$ cat src/rtl/sweep_unit.sv
// Channel-1 frequency sweep: shadow register, periodic sweep timer and overflow/negate-quirk channel disable.
// Each rising clock_128 edge is one sweep tick; write-back goes out on freq_out with a one-cycle freq_we.
module sweep_unit #(
  parameter int FREQ_W   = 11,
  parameter int SHIFT_W  = 3,
  parameter int PERIOD_W = 3
) (
  input  logic                clock_128,
  input  logic                reset,
  input  logic                trigger,
  input  logic [PERIOD_W-1:0] sweep_period,
  input  logic                sweep_negate,
  input  logic [SHIFT_W-1:0]  sweep_shift,
  input  logic [FREQ_W-1:0]   freq_in,
  output logic [FREQ_W-1:0]   freq_out,
  output logic                freq_we,
  output logic                channel_en,
  output logic                sweep_active
);

  localparam int TIMER_W = PERIOD_W + 1;
  localparam logic [TIMER_W-1:0] TIMER_ONE   = TIMER_W'(1);
  localparam logic [TIMER_W-1:0] FULL_RELOAD = {1'b1, {PERIOD_W{1'b0}}};

  // Bit FREQ_W of the result flags overflow; subtraction can never set it.
  function automatic logic [FREQ_W:0] sweep_calc(input logic [FREQ_W-1:0] base,
                                                 input logic [SHIFT_W-1:0] shift,
                                                 input logic               negate);
    logic [FREQ_W-1:0] delta;
    delta = base >> shift;
    if (negate) begin
      sweep_calc = {1'b0, base - delta};
    end else begin
      sweep_calc = {1'b0, base} + {1'b0, delta};
    end
  endfunction

  logic [TIMER_W-1:0] timer_r, timer_n;
  logic [FREQ_W-1:0]  shadow_r, shadow_n;
  logic               neg_used_r, neg_used_n;
  logic [FREQ_W-1:0]  freq_out_r, freq_out_n;
  logic               freq_we_r, freq_we_n;
  logic               channel_en_r, channel_en_n;
  logic               sweep_active_r, sweep_active_n;

  logic [TIMER_W-1:0] reload_s;
  logic [FREQ_W:0]    trig_calc_s, tick_calc_s, recheck_s;
  logic               period_nz_s, shift_nz_s, expire_s, do_sweep_s, quirk_s, sweep_kill_s;

  assign period_nz_s = (sweep_period != {PERIOD_W{1'b0}});
  assign shift_nz_s  = (sweep_shift != {SHIFT_W{1'b0}});
  assign reload_s    = period_nz_s ? {1'b0, sweep_period} : FULL_RELOAD;
  assign expire_s    = (timer_r <= TIMER_ONE);
  assign do_sweep_s  = expire_s && sweep_active_r && period_nz_s && channel_en_r;
  assign quirk_s     = neg_used_r && !sweep_negate;
  assign trig_calc_s = sweep_calc(freq_in, sweep_shift, sweep_negate);
  assign tick_calc_s = sweep_calc(shadow_r, sweep_shift, sweep_negate);
  assign recheck_s   = sweep_calc(tick_calc_s[FREQ_W-1:0], sweep_shift, sweep_negate);

  // Next-state logic: trigger load, timer countdown, expiry sweep and quirk disable.
  always_comb begin
    timer_n        = timer_r;
    shadow_n       = shadow_r;
    neg_used_n     = neg_used_r;
    freq_out_n     = freq_out_r;
    freq_we_n      = 1'b0;
    channel_en_n   = channel_en_r;
    sweep_active_n = sweep_active_r;
    sweep_kill_s   = 1'b0;
    if (trigger) begin
      shadow_n       = freq_in;
      timer_n        = reload_s;
      sweep_active_n = period_nz_s || shift_nz_s;
      if (shift_nz_s) begin
        channel_en_n = !trig_calc_s[FREQ_W];
        neg_used_n   = sweep_negate;
      end else begin
        channel_en_n = 1'b1;
        neg_used_n   = 1'b0;
      end
    end else begin
      timer_n = expire_s ? reload_s : (timer_r - TIMER_ONE);
      if (do_sweep_s) begin
        neg_used_n = neg_used_r | sweep_negate;
        if (tick_calc_s[FREQ_W]) begin
          sweep_kill_s = 1'b1;
        end else if (shift_nz_s) begin
          shadow_n     = tick_calc_s[FREQ_W-1:0];
          freq_out_n   = tick_calc_s[FREQ_W-1:0];
          freq_we_n    = 1'b1;
          sweep_kill_s = recheck_s[FREQ_W];
        end else begin
          sweep_kill_s = 1'b0;
        end
      end else begin
        neg_used_n = neg_used_r;
      end
      channel_en_n = channel_en_r && !sweep_kill_s && !quirk_s;
    end
  end

  // State and registered outputs.
  always_ff @(posedge clock_128 or posedge reset) begin
    if (reset) begin
      timer_r        <= {TIMER_W{1'b0}};
      shadow_r       <= {FREQ_W{1'b0}};
      neg_used_r     <= 1'b0;
      freq_out_r     <= {FREQ_W{1'b0}};
      freq_we_r      <= 1'b0;
      channel_en_r   <= 1'b0;
      sweep_active_r <= 1'b0;
    end else begin
      timer_r        <= timer_n;
      shadow_r       <= shadow_n;
      neg_used_r     <= neg_used_n;
      freq_out_r     <= freq_out_n;
      freq_we_r      <= freq_we_n;
      channel_en_r   <= channel_en_n;
      sweep_active_r <= sweep_active_n;
    end
  end

  assign freq_out     = freq_out_r;
  assign freq_we      = freq_we_r;
  assign channel_en   = channel_en_r;
  assign sweep_active = sweep_active_r;

endmodule

$ cat config.mk
export PLATFORM = sky130hd
export DESIGN_NAME = sweep_unit
export DESIGN_NICKNAME = d
export VERILOG_FILES = /design/src/rtl/sweep_unit.sv
export SDC_FILE = /design/constraint.sdc
export NUM_CORES = 1
export LEC_CHECK = 0
export BUFFER_PORTS_ARGS = -buffer_cell sky130_fd_sc_hd__buf_2
export CAP_MARGIN = 20
export CORE_ASPECT_RATIO = 0.8
export CORE_MARGIN = 5
export CORE_UTILIZATION = 55
export CTS_BUF_LIST = sky130_fd_sc_hd__clkbuf_2 sky130_fd_sc_hd__clkbuf_4 sky130_fd_sc_hd__clkbuf_8
export CTS_CLUSTER_SIZE = 20
export DETAILED_ROUTE_END_ITERATION = 10
export HOLD_SLACK_MARGIN = 0.03
export PLACE_DENSITY = 0.72
export SKIP_CTS_REPAIR_TIMING = 1
export SLEW_MARGIN = 20
export SYNTH_ARGS = -nofsm -noshare
export SYNTH_HDL_FRONTEND = slang
export SYNTH_SLANG_ARGS = --single-unit
$ cat constraint.sdc
create_clock -name clock_128 -period 15.9 [get_ports clock_128]
set_input_delay 3.975 -clock clock_128 [delete_from_list [all_inputs] [get_ports clock_128]]
set_output_delay 3.975 -clock clock_128 [all_outputs]
set_load 0.01 [all_outputs]
Word level (Yosys, flattened, before mapping)

Cells that the tools add are included.

Add/sub/neg operators: 7
Order comparisons: 1
Equality and inequality tests: 1
Shift-type cells: 3
Mux-type cells: 23
Bitwise operators: 3
Reductions and logical operators: 17

Operators with widths:

| kind                                                | number |
|---|---|
| 2-to-1 mux 11 bit                                   | 4 |
| adder 11 x 11 -> 12 bit                             | 3 |
| 2-to-1 mux 12 bit                                   | 3 |
| >> shifter 11 x 3 -> 11 bit                         | 3 |
| subtractor 11 bit                                   | 3 |
| 2-to-1 mux 1 bit                                    | 13 |
| 2-to-1 mux 4 bit                                    | 3 |
| logical AND 1 bit                                   | 6 |
| nonzero test 3 bit                                  | 2 |
| <= comparator 4 x 1 -> 1 bit, second input constant | 1 |
| zero test 1 bit                                     | 4 |
| AND reduction 4 bit                                 | 1 |
| nonzero test 2 bit                                  | 2 |
| subtractor 4 x 1 -> 4 bit, second input constant    | 1 |
| AND reduction 3 bit                                 | 1 |
| inequality test 2 bit, second input constant        | 1 |
| NOT 1 bit                                           | 2 |
| logical OR 1 bit                                    | 1 |
| OR 1 bit                                            | 1 |

Flip-flop bits (word level): 30
Logic and storage cells: 62

Depth between registers and ports, before layout

Word-level depth: 14
Gate-level depth with buffers: 25
Depth with buffers taken out: 23

Worst setup path before layout

Ideal clock, no wire load.

Path kind: input to register
Start: input port sweep_shift[0]
End: register channel_en_r (netlist: channel_en)
Library setup time: 0.129 ns
Arrival: 9.005 ns
Required time: 15.771 ns
Slack: 6.766 ns
Stages: 23
Buffers on the path: 3
Cell sequence: buf_6 -> clkbuf_1 -> mux2_2 -> o21ai_0 -> nand2_1 -> o21ai_0 -> ha_1 -> buf_6 -> or4_1 -> a211o_1 -> a311oi_2 -> or3_1 -> a21oi_2 -> o31a_1 -> mux4_2 -> ha_1 -> nand4_1 -> or4_1 -> o221ai_1 -> o21ba_2 -> and3_1 -> a31oi_1 -> o21ai_0

Cells in the longest elaborated chain, start to end: 14

Ends and longest elaborated chain:

| what                                                                | RTL line | source |
|---|---|---|
| start: declaration                                                  | 13       | `input logic [SHIFT_W-1:0] sweep_shift,` |
| >> shifter 11 x 3 -> 11 bit                                         | 30       | `delta = base >> shift;` |
| adder 11 x 11 -> 12 bit / subtractor 11 bit (equally long branches) | 34, 32   |  |
| 2-to-1 mux 12 bit                                                   | 31       | `if (negate) begin` |
| >> shifter 11 x 3 -> 11 bit                                         | 30       |  |
| adder 11 x 11 -> 12 bit                                             | 34       | `sweep_calc = {1'b0, base} + {1'b0, delta};` |
| 2-to-1 mux 12 bit                                                   | 31       |  |
| 2-to-1 mux 1 bit                                                    | 87       | `end else if (shift_nz_s) begin` |
| 2-to-1 mux 1 bit                                                    | 85       | `if (tick_calc_s[FREQ_W]) begin` |
| 2-to-1 mux 1 bit                                                    | 83       | `if (do_sweep_s) begin` |
| 2-to-1 mux 1 bit                                                    | 70       | `if (trigger) begin` |
| zero test 1 bit                                                     | 98       | `channel_en_n = channel_en_r && !sweep_kill_s && !quirk_s;` |
| logical AND 1 bit (2 in a row)                                      | 98       |  |
| 2-to-1 mux 1 bit (*)                                                | 70       |  |
| named net channel_en_n                                              | 43       | `logic channel_en_r, channel_en_n;` |
| end signal: assignment                                              | 118      | `channel_en_r <= channel_en_n;` |
| end: declaration                                                    | 43       |  |

Mark *: on every way through the listed nets, which the timed path passes. The rest lies on a longest branch. The select of a mux whose other input is x is not followed.
A chain may end at the register's enable or synchronous reset.

Worst setup path in the final report

Start: input port sweep_shift[1]
End: register channel_en_r (netlist: channel_en)

Cells in the longest elaborated chain, start to end: 14

Ends and longest elaborated chain:

| what                                                                | RTL line | source |
|---|---|---|
| >> shifter 11 x 3 -> 11 bit (*)                                     | 30       |  |
| adder 11 x 11 -> 12 bit / subtractor 11 bit (equally long branches) | 34, 32   |  |
| 2-to-1 mux 12 bit (*)                                               | 31       |  |
| named net tick_calc_s[10]                                           | 47       | `logic [FREQ_W:0] trig_calc_s, tick_calc_s, recheck_s;` |
| >> shifter 11 x 3 -> 11 bit                                         | 30       |  |
| adder 11 x 11 -> 12 bit (*)                                         | 34       |  |
| 2-to-1 mux 12 bit (*)                                               | 31       |  |
| 2-to-1 mux 1 bit (*)                                                | 87       |  |
| 2-to-1 mux 1 bit (*)                                                | 85       |  |
| 2-to-1 mux 1 bit (*)                                                | 83       |  |
| 2-to-1 mux 1 bit (*)                                                | 70       |  |
| zero test 1 bit (*)                                                 | 98       |  |
| logical AND 1 bit (*) (2 in a row)                                  | 98       |  |
| 2-to-1 mux 1 bit (*)                                                | 70       |  |
| named net channel_en_n                                              | 43       |  |

Marks and branches as above.

==> results.md <==
* HPWL after DPL at roughly 8.6 mm
* Ys async rst share at 100.0%
* Post-synthesis compound-gate area fraction at 23.14%
* Clock sink count at 30
* Gpl congestion at ~0.93
* Routed vias at roughly 4000
* Die ar. at 9079 um2
* IO Pins at 35
* Worst r2r src: shadow_r[9]
* Design area at roughly 4200 um2
* Initial core utilization at 57.13%
* Drt total wl at 11.33 mm
* Pin count of the biggest net entering global routing at 46
* Synth Area in XOR/XNOR at 1.096%
* Final setup vio count at 0
* P&R area growth vs syn at 6.076%
* Synth cell types at 63
* H-tree level count at 2
* Post-DP Area at 4140 um2
* Warnings, synthesis at 0
* Reg2Reg Setup Slack at about 10000 ps
* Global-route wire length before repair at ~19 mm
* Synth Area in Adders at 15.10%
* Worst-Skew Late Latency at 290 ps
* Synth Area in Simple Gates at 21.36%
* Die Y at roughly 86 um
* P_leak at around 2.0 nW
* TritonCTS clock tree: yes
* Critical Path AT at 10080 ps
* Final #Nets at roughly 600
* Worst reg2reg path depth at 21
* Root Driver: clkbuf_8
* Crit path max fanout at 35
* Unrepaired setup endpoints after global routing: no
* Reg-to-Reg End: channel_en
* Worst Tran Pin Value at 869.1 ps
* Vias in the first global route at about 3600
* DR DRC count at 0
* Syn Nets at 570
* Total grt overflow at 0
* CP endpoint: channel_en
* Max-cap violations at 0
* Seq/Total Area, Yosys at 18.79%
* Max-slew violation count at 0
* Main combinational cell family by area after synthesis: compound AO/OA/AOI/OAI gates
* GRT Overall Usage at 24.92%
* Status: finished clean
* Fraction of layout cells with a size suffix above 1 at 14.31%
* CTS clk-pin slew, worst paths at 70 ps
* Power per Cell Area at 136.5 nW/um2
* Post-synthesis mux area share at 14.34%
* Mapped cell area at 3995 um2
* Hold Vio Cnt, Final at 0
* Setup TNS at 0 ps
* Final Cycle Share at 62.33%
* Top_reg_cell synth: dfrtp_1
* WL/cell at approximately 19 um
* CP endpoint kind: flop
* Worst vdd ir at 0.06676 mV
* Crit path time final at 9911 ps
* Top cells by area, synth: dfrtp_1 19%, ha_1 14%, mux2i_1 7.0%, nand2_1 5.3%, o21ai_0 5.1%
* Maximum clock frequency at 100.9 MHz
* #FFs+latches synth at 30
* Slew headroom at 41.45%
* N_diodes at 0
* Post-synth EDFFs at 0
* Yosys top cell area share at 18.79%
* Class of the most critical setup path: in2reg
* Worst-case clock buffer depth at 2
* Cts bufs inserted at 5
* CP required at 16070 ps
* 1st-pass router iterations at 5
* Class of the tightest hold or removal check: reg2reg
* Initial antenna violation count at 0
* Yosys top cell by area: dfrtp_1
* Core footprint at around 7000 um2
* Die W at 105.3 um
* Final Skew at 6.300 ps
* DRT iter0 DRCs at around 350
* Worst Setup SP: sweep_shift[1]
* Crit path launch type: input pin
* Syn Area/Cell at 7.958 um2
* Vias per std cell at 6.464
* Post-Syn Instances at about 500
* Site Rows at 27
* Number of port buffers at 34
* Routed Antenna Nets at 0
[critical path: stages]
cell	delay (ps)
buf_2	500
clkinv_1	650
nor2_1	300
nand2_1	70
o21ai_0	130
mux2i_1	190
ha_1	410
o21ai_0	150
nor4b_1	640
o21bai_1	210
mux2i_1	340
nand3_1	320
a32oi_1	290
o22ai_1	120
ha_1	370
nand4_1	90
or4_1	530
o221ai_1	200
o21ba_2	190
and3_1	180
a31oi_1	120
o21ai_0	90
[cell usage in the layout, fill, tap and decap left out, types with 4 or more instances in the layout]
master	count
nand4_1	9
a211oi_1	7
o21a_1	4
mux2_2	17
a31oi_1	5
nor3_1	9
mux2i_1	28
a21oi_1	26
inv_1	22
buf_2	34
o211ai_1	8
nand2b_1	11
ha_1	45
clkbuf_8	6
o22ai_1	4
mux4_2	4
nor2b_1	7
nand3_1	11
nor2_1	43
or3_1	7
o21ai_0	41
dfrtp_1	30
and2_1	7
nand2_1	56
o2111ai_1	4
a21o_1	8
[worst min-delay path by stage]
| stage | start | end | slack (ps) | cells after the start |
|---|---|---|---|---|
| after floorplan | neg_used_r | neg_used_r | 460 | 2 |
| after global placement | freq_out[1] | freq_out[1] | 480 | 1 |
| after detailed placement | freq_out[1] | freq_out[1] | 490 | 1 |
| after CTS | freq_out[4] | freq_out[4] | 510 | 1 |
| after global routing | freq_out[7] | freq_out[7] | 530 | 1 |
| final | freq_out[7] | freq_out[7] | 510 | 1 |
[final cells by class]
cell class              count  area (um2)
repair buffers             36       192.7
clock buffers               6       82.58
fillers                   641        2755
clock inverters             2       12.51
flip-flops and latches     30       750.7
well taps                  87       108.9
multi-input cells         419        3000
inverters                  24       90.09
[where the power goes]
part / leakage, nW / switching [W] / internal [W]
Combinational: 1.62 / 0.000228 / 0.000157
Sequential: 0.359 / 0.0000247 / 0.000103
Clock: 0.0472 / 0.0000317 / 0.0000348
Total: 2.03 / 0.000284 / 0.000294
[state kept, by name, summed over array words and instances, names as in the netlist]
signal and flops:
freq_we 1, shadow_r 11, timer_r 4, channel_en 1, neg_used_r 1, sweep_active 1, freq_out 11
[layer usage]
layer	part of all wire, %	routed length [um]	up-vias	GRT usage, %
met5	0	0	-	0
met4	1.4	161	0	4.291
met3	7.7	870	21	4.914
met2	44	5005	158	39.58
met1	47	5290	1848	35.72
li1	-	-	1877	-
[metrics by stage]
step	hold slack (ps)	setup slack [ps]	power (W)	std cells	utilization [%]
3_3_place_gp	475.3	5982	0.0004936	595	58.99
4_1_cts	509.0	6141	0.0005700	604	60.57
6_report	508.1	5989	0.0005784	604	60.60
5_1_grt	525.9	5666	0.0006273	604	60.60
2_1_floorplan	461.1	6766	0.0004029	502	-
3_5_place_dp	492.8	5864	0.0005016	596	59.21
[logic make-up after synthesis]
kind of cell,count (synthesis)
AND/OR/NAND/NOR,177
AO/OA/AOI/OAI,140
multiplexers,50
adder cells (fa/ha/maj),47
buffers and inverters,53
flip-flops,30
XOR/XNOR,5
[cell usage after synthesis, types with 11 or more instances]
| cell | number |
|---|---|
| nand2_1 | 56 |
| ha_1 | 45 |
| nor2_1 | 44 |
| o21ai_0 | 41 |
| dfrtp_1 | 30 |
| mux2i_1 | 28 |
| a21oi_1 | 26 |
| inv_1 | 22 |
| mux2_2 | 17 |
| clkbuf_1 | 16 |
| nand2b_1 | 11 |
| nand3_1 | 11 |
(Power assumes the default switching activity.)
